`src/rtl/shift_seq_pkg.sv`:
```
// Shared types for the shift-register sequencer: FSM states and the
// {s1,s0} mode encoding of the 4-bit universal shift register.
package shift_seq_pkg;

    typedef enum logic [1:0] {
        ST_IDLE  = 2'd0,
        ST_LOAD  = 2'd1,
        ST_SHIFT = 2'd2,
        ST_GAP   = 2'd3
    } state_t;

    localparam logic [1:0] MODE_HOLD = 2'b00;
    localparam logic [1:0] MODE_SHR  = 2'b01;
    localparam logic [1:0] MODE_SHL  = 2'b10;
    localparam logic [1:0] MODE_LOAD = 2'b11;

endpackage

```
`src/rtl/shift_seq_ctrl.sv`:
```
// Sequencer that parallel-loads words into the universal shift register and
// streams the exiting tap out as a flow-controlled serial bit stream.
module shift_seq_ctrl
    import shift_seq_pkg::*;
#(
    parameter int WIDTH = 4,
    parameter int GAP   = 1
) (
    input  logic             clk,
    input  logic             rst,
    input  logic             in_valid,
    output logic             in_ready,
    input  logic [WIDTH-1:0] in_data,
    input  logic             in_dir,
    input  logic             in_fill,
    output logic             s1,
    output logic             s0,
    output logic [WIDTH-1:0] par_data,
    output logic             msb_in,
    output logic             lsb_in,
    input  logic             msb_tap,
    input  logic             lsb_tap,
    output logic             ser_valid,
    input  logic             ser_ready,
    output logic             ser_bit,
    output logic             ser_last,
    output logic             done,
    output logic [1:0]       dbg_state
);

    // Handshakes: a beat transfers on a rising edge where valid && ready;
    // valid never waits on ready and its payload stays stable until taken.

    localparam int CW = (WIDTH > 1) ? $clog2(WIDTH) : 1;
    localparam int GW = (GAP > 0) ? $clog2(GAP + 1) : 1;
    localparam logic [CW-1:0] CNT_LAST = CW'(WIDTH - 1);
    localparam logic [GW-1:0] GAP_LAST = (GAP > 0) ? GW'(GAP - 1) : '0;

    state_t           r_state;
    logic [WIDTH-1:0] r_word;
    logic             r_dir;
    logic             r_fill;
    logic [CW-1:0]    r_bit_cnt;
    logic [GW-1:0]    r_gap_cnt;

    logic             w_accept;
    logic             w_shift;
    logic             w_xfer;
    logic             w_last;
    logic [1:0]       w_mode;

    assign in_ready  = (r_state == ST_IDLE) && !rst;
    assign w_accept  = in_valid && in_ready;
    assign w_shift   = (r_state == ST_SHIFT);
    assign w_xfer    = w_shift && ser_ready;
    assign w_last    = (r_bit_cnt == CNT_LAST);

    assign ser_valid = w_shift;
    assign ser_bit   = w_shift && (r_dir ? msb_tap : lsb_tap);
    assign ser_last  = w_shift && w_last;
    // A word cut short by reset must never report completion.
    assign done      = w_xfer && w_last && !rst;

    assign par_data  = r_word;
    assign msb_in    = r_fill;
    assign lsb_in    = r_fill;
    assign {s1, s0}  = w_mode;
    assign dbg_state = r_state;

    always_comb begin
        w_mode = MODE_HOLD;
        case (r_state)
            ST_LOAD:  w_mode = MODE_LOAD;
            ST_SHIFT: w_mode = ser_ready ? (r_dir ? MODE_SHL : MODE_SHR) : MODE_HOLD;
            default:  w_mode = MODE_HOLD;
        endcase
    end

    always_ff @(posedge clk) begin
        if (rst) begin
            r_state   <= ST_IDLE;
            r_word    <= '0;
            r_dir     <= 1'b0;
            r_fill    <= 1'b0;
            r_bit_cnt <= '0;
            r_gap_cnt <= '0;
        end else begin
            case (r_state)
                ST_IDLE: begin
                    if (w_accept) begin
                        r_word  <= in_data;
                        r_dir   <= in_dir;
                        r_fill  <= in_fill;
                        r_state <= ST_LOAD;
                    end
                end
                ST_LOAD: begin
                    r_bit_cnt <= '0;
                    r_state   <= ST_SHIFT;
                end
                ST_SHIFT: begin
                    if (w_xfer) begin
                        if (w_last) begin
                            r_bit_cnt <= '0;
                            r_gap_cnt <= '0;
                            r_state   <= (GAP > 0) ? ST_GAP : ST_IDLE;
                        end else begin
                            r_bit_cnt <= r_bit_cnt + 1'b1;
                        end
                    end
                end
                ST_GAP: begin
                    if (r_gap_cnt == GAP_LAST) begin
                        r_gap_cnt <= '0;
                        r_state   <= ST_IDLE;
                    end else begin
                        r_gap_cnt <= r_gap_cnt + 1'b1;
                    end
                end
                default: r_state <= ST_IDLE;
            endcase
        end
    end

endmodule

```
`config.mk`:
```
export PLATFORM = sky130hd
export DESIGN_NAME = shift_seq_ctrl
export DESIGN_NICKNAME = d
export VERILOG_FILES = /design/src/rtl/shift_seq_pkg.sv /design/src/rtl/shift_seq_ctrl.sv
export SDC_FILE = /design/constraint.sdc
export NUM_CORES = 1
export LEC_CHECK = 0
export ABC_AREA = 0
export ABC_CLOCK_PERIOD_IN_PS = 1400
export CORE_ASPECT_RATIO = 0.9
export CORE_MARGIN = 10
export CORE_UTILIZATION = 29
export DETAILED_ROUTE_END_ITERATION = 6
export GPL_TIMING_DRIVEN = 1
export PLACE_DENSITY = 0.68
export SYNTH_ARGS = -nofsm -noshare
export SYNTH_HDL_FRONTEND = slang
export SYNTH_SLANG_ARGS = --single-unit
```
`constraint.sdc`:
```
create_clock -name clk -period 1.4 [get_ports clk]
set_input_delay 0.28 -clock clk [delete_from_list [all_inputs] [get_ports clk]]
set_output_delay 0.28 -clock clk [all_outputs]
set_load 0.03 [all_outputs]
```
======== After elaboration in Yosys (flattened, before gate mapping) ========
Cells that the tools add are included.
cells by class
  add/subtract/negate cells ............... 2
  eq/ne operators ......................... 8
  multiplexer cells ....................... 16
  reduce and logical (&&, ||, !) cells .... 15
operator list
  kind                                                                    number
  2-bit 2-to-1 mux                                                        8
  2-bit one-hot mux with 2 select lines                                   2
  2-bit one-hot mux with 4 select lines                                   1
  1-bit logical AND                                                       7
  2-bit equality test (second input constant)                             3
  1-bit 2-to-1 mux                                                        4
  2-bit by 1-bit != test with 1-bit output (second input constant)        2
  2-bit != test (second input constant)                                   2
  2-bit AND reduction                                                     2
  4-bit AND reduction                                                     1
  2-bit nonzero test                                                      2
  3-bit AND reduction                                                     1
  2-bit by 1-bit adder with 2-bit output (second input constant)          1
  2-bit by 1-bit equality test with 1-bit output (second input constant)  1
  2-bit logical NOT                                                       1
  1-bit one-hot mux with 2 select lines                                   1
  1-bit adder (second input constant)                                     1
  1-bit logical NOT                                                       1
word-level totals
  bits in registers ....................... 11
  input bits .............................. 12
  output and inout port bits .............. 15
  word-level logic and storage cells ...... 47

======== Longest topological paths before layout ========
  word-level depth ........................ 5
  mapped depth ............................ 6
  gate-level depth less buffers ........... 5

======== Least setup slack after synthesis ========
No wires, ideal clock.
  kind .................................... flip-flop to output port
  from .................................... register r_state[1] (netlist: dbg_state[1])
  to ...................................... output port s1
  data arrival time ....................... 1784 ps
  data required time ...................... 1120 ps
  path slack .............................. -664 ps
  cell stages (with the launch flop) ...... 5
  buffers on the path ..................... 1
  cells stage by stage .................... dfxtp_1 ha_1 clkbuf_1 a31oi_1 nor2b_1
on the way
  word-level cells in the longest chain between the ends .. 2
  elaborated cells between the ends (all ways) .. 3
  those cells by class .................... eq/ne: 2; mux: 1
ends and longest elaborated chain
  item                                   line                   RTL
  from (decl)                            shift_seq_ctrl.sv:39   state_t r_state;
  from (signal assigned)                 shift_seq_ctrl.sv:106  r_state <= (GAP > 0) ? ST_GAP : ST_IDLE;
  2-bit equality test                    n/a
  net ser_valid                          shift_seq_ctrl.sv:23   output logic ser_valid,
  2-bit one-hot mux with 2 select lines  shift_seq_ctrl.sv:72   case (r_state)
  to (decl)                              shift_seq_ctrl.sv:16   output logic s1,
The timed path passes the listed nets, and every way through them passes these cells.

======== Worst setup path after layout ========
  from .................................... register r_state[0] (netlist: dbg_state[0])
  to ...................................... output port s0
on the way
  word-level cells in the longest chain between the ends .. 2
  elaborated cells between the ends (all ways) .. 3
  those cells by class .................... eq/ne: 2; mux: 1
ends and longest elaborated chain
  item                                                                                   line                  RTL
  2-bit equality test or 2-bit by 1-bit equality test with 1-bit output (tied branches)  shift_seq_ctrl.sv:72
  2-bit one-hot mux with 2 select lines *                                                shift_seq_ctrl.sv:72
  to (decl)                                                                              shift_seq_ctrl.sv:17  output logic s0,
Mark *: on every way between the ends. The rest lies on a longest branch, timed or not.

==> results by group <==
Yosys
  • Gate count after technology mapping: 67
  • Top-area cell type share of the netlist area: 34.78%
  • Mapped Nets: 85
  • Largest area contributor in the netlist: dfxtp_1
  • Ranking of synthesized cells by area: dfxtp_1 (35%), ha_1 (13%), a21oi_1 (5.2%)
  • FF+latch count, synth: 10
  • Mean Syn Cell Area: 8.590 µm²
  • YS warnings: 0
  • Post-synth cell types: 24
  • Syn Std Cell Area: 575.6 µm²
  • Sequential share of the synthesized area: 34.78%

Timing
  • Final setup violation count: 8
  • Final Max Slew Viols: 0
  • RSZ-0062 raised after global routing: true
  • Final Cycle Share: 115.8%
  • Rel. slew slack: 76.96%
  • FMAX: 616.8 MHz
  • Slew @ Worst Pin: 0.3457 ns
  • Total Neg Setup Slack: -0.9745 ns
  • Final hold vios: 0
  • Clock skew: 0.003125 ns
  • Final WS setup: -0.2214 ns
  • Fin crit period: 1.621 ns

Detailed routing
  • Post-DR vias/cell: 4.767
  • WL per Instance: 15.64 µm
  • DRT iter0 DRCs: 13
  • Router iterations before antenna repair: 2
  • DR DRC count: 0
  • Post-route antenna net violation count: 0
  • Final wirelength: 2080 µm
  • Vias post-DR: 634

Power
  • Leakage: 0.0004886 µW
  • Power density over the cells: 1932 nW/µm²
  • Sw frac: 41.81%
  • Switching pwr: 926.8 µW
  • Peak supply drop: 1.057 mV
  • Combinational share of power: 67.7%
  • Internal power: 1290 µW
  • Power Total: 2217 µW
  • Clock power frac: 12.3%
  • Flop pwr share: 19.9%

Floorplan
  • Die H: 62.27 µm
  • Number of top-level pins: 27
  • Die Footprint: 4169 µm²
  • Core box area: 1896 µm²
  • Initial core utilization: 30.36%
  • # rows: 15
  • Die X: 66.96 µm

Placement
  • Number of buffers added on ports: 26
  • Placed Cells: 121
  • DP Wirelength: 1342 µm
  • Post-Place Cell Area: 910.9 µm²
  • RePlAce Congestion: 0.7587

Clock network
  • Clk sinks: 10
  • CTS clk-pin slew, worst paths: 0.08 ns
  • CTS Hold Bufs: 0
  • H-tree levels: 1
  • Clock tree buffer depth: 2
  • Clk root buf: clkbuf_4
  • TritonCTS clock tree: built
  • Total CTS buffers: 3
  • Clock Latency Late Sink: 0.27 ns

Cells and area
  • Finished Layout Cells: 133
  • Final #Nets: 127
  • Area grow syn2layout: 99.35%
  • Cell area after layout: 1147 µm²
  • ANT cells: 0
  • Layout cell share with drive strength beyond 1: 50.00%
  • Core Util, Final: 60.53%

Global route
  • Largest net degree at the start of global routing: 12
  • GRT Total Usage: 8.871%
  • GRT overflow: 0
  • Vias in the first global route: 589
  • Initial antenna violation count: 0
  • First-pass GRT wire length: 2911 µm

Setup path
  • Crit start category: flip-flop
  • Critical Path, Cell by Cell: inv_6, ha_4, nand2_2, nor2_2, o21a_2, buf_6
  • Crit Path Max Fanout: 4
  • Critical path's top delay family: flip-flops
  • Slowest cell on crit path: dfxtp_4
  • Data arrival time of the critical path: 1.34 ns
  • Crit path kind: reg2out
  • Worst EP required: 1.12 ns
  • Crit path capture type: output port
  • Critical path buffers and inverters: 2
  • Critical Path Max Stage Delay: 0.36 ns

Hold path
  • Worst hold path type: reg2reg

Status
  • Failing checks: setup timing
  • Status: finished with violations

Run
  • Number of max-cap violations: 0
## through the flow
stage | hold slack, ns | setup slack [ns]
after CTS | 0.4544 | -0.2379
after global routing | 0.4836 | -0.2899
after floorplan | 0.4275 | -0.07656
after detailed placement | 0.4467 | -0.1933
after global placement | 0.4437 | -0.1675
final | 0.4603 | -0.2214
## state kept, by name, summed over array words and instances, names as in the netlist
register and flops:
r_dir 1, r_bit_cnt 2, lsb_in 1, par_data 4, dbg_state 2
## repair_timing
action	4_1_cts	5_1_grt
resized for setup	27	19
pin swaps	2	5
buffers inserted	5	3
gates cloned	0	0
endpoints found under the setup margin	15	8
## path summary, 6_finish.rpt
| kind | start | endpoint | slack (ns) | cells past startpoint |
|---|---|---|---|---|
| hold reg to reg | par_data[0]$_SDFFE_PP0P_ | par_data[0]$_SDFFE_PP0P_ | 0.46 | 2 |
| hold / removal | par_data[0]$_SDFFE_PP0P_ | par_data[0]$_SDFFE_PP0P_ | 0.46 | 2 |
| setup reg to reg | dbg_state[0]$_SDFFE_PP0P_ | dbg_state[0]$_SDFFE_PP0P_ | -0.01 | 6 |
| setup / recovery | dbg_state[0]$_SDFFE_PP0P_ | s0 | -0.22 | 6 |
## power by group through the flow
stage / combinational [µW] / clock [µW] / sequential, µW
2_1_floorplan: 629 / 0 / 521
3_3_place_gp: 1030 / 0 / 429
3_5_place_dp: 1040 / 0 / 434
4_1_cts: 1220 / 277 / 439
5_1_grt: 1590 / 297 / 449
6_report: 1500 / 274 / 442
## cell usage after synthesis, drive strengths merged
library cell  instances
buf                   3
dfxtp                10
nor4                  1
a32oi                 2
nor2                  4
and2                  1
a211o                 1
clkbuf                2
nand2                 8
inv                   3
o21a                  1
and3b                 1
mux2i                 3
a211oi                1
nor2b                 5
a31oi                 1
nand2b                2
ha                    6
nand3                 6
a21oi                 6
## worst reg2reg max path, cell delays in order, from the launching register on
cell and delay [ns]:
dfxtp_4 0.37, inv_6 0.05, ha_4 0.15, buf_6 0.11, nor2b_2 0.15, a211o_1 0.28, a211oi_2 0.21
## cell families (layout without fill, tap and decap cells)
group | Yosys count | in the layout | synth area share, %
compound gates | 12 | 12 | 13.48
fa+ha+maj | 6 | 6 | 13.04
buf+inv | 8 | 49 | 7.391
flops | 10 | 10 | 34.78
mux | 3 | 3 | 5.218
simple gates | 28 | 28 | 26.09
## cell type report
type                            instances  area, µm²
Sequential cell                        10      210.2
Timing Repair Buffer                   42      394.1
Inverter                                3      18.77
Multi-Input combinational cell         49      456.7
Tap cell                               25      31.28
Fill cell                             162      748.2
Clock buffer                            4      36.28
## placed cells by master, fill, tap and decap left out, drive strengths merged
master	Yosys	layout
a21oi	6	6
ha	6	6
nor2	4	4
nand2b	2	2
clkbuf	2	4
a211o	1	1
a211oi	1	1
buf	3	24
a31oi	1	1
a32oi	2	2
nor2b	5	5
dlygate4sd2	0	7
dfxtp	10	10
nand2	8	8
mux2i	3	3
nor4	1	1
clkdlybuf4s50	0	10
and3b	1	1
nand3	6	6
o21a	1	1
and2	1	1
inv	3	3
clkdlybuf4s15	0	1
## metal layers
| layer | vias up | track usage [%] | share of wire, % |
|---|---|---|---|
| met2 | 14 | 14.45 | 52 |
| met3 | 6 | 1.613 | 3.3 |
| li1 | 314 | - | - |
| met4 | 0 | 6.154 | 2.8 |
| met1 | 300 | 9.919 | 42 |
| met5 | - | 0 | 0 |
Power figures use the tool's default switching activity.
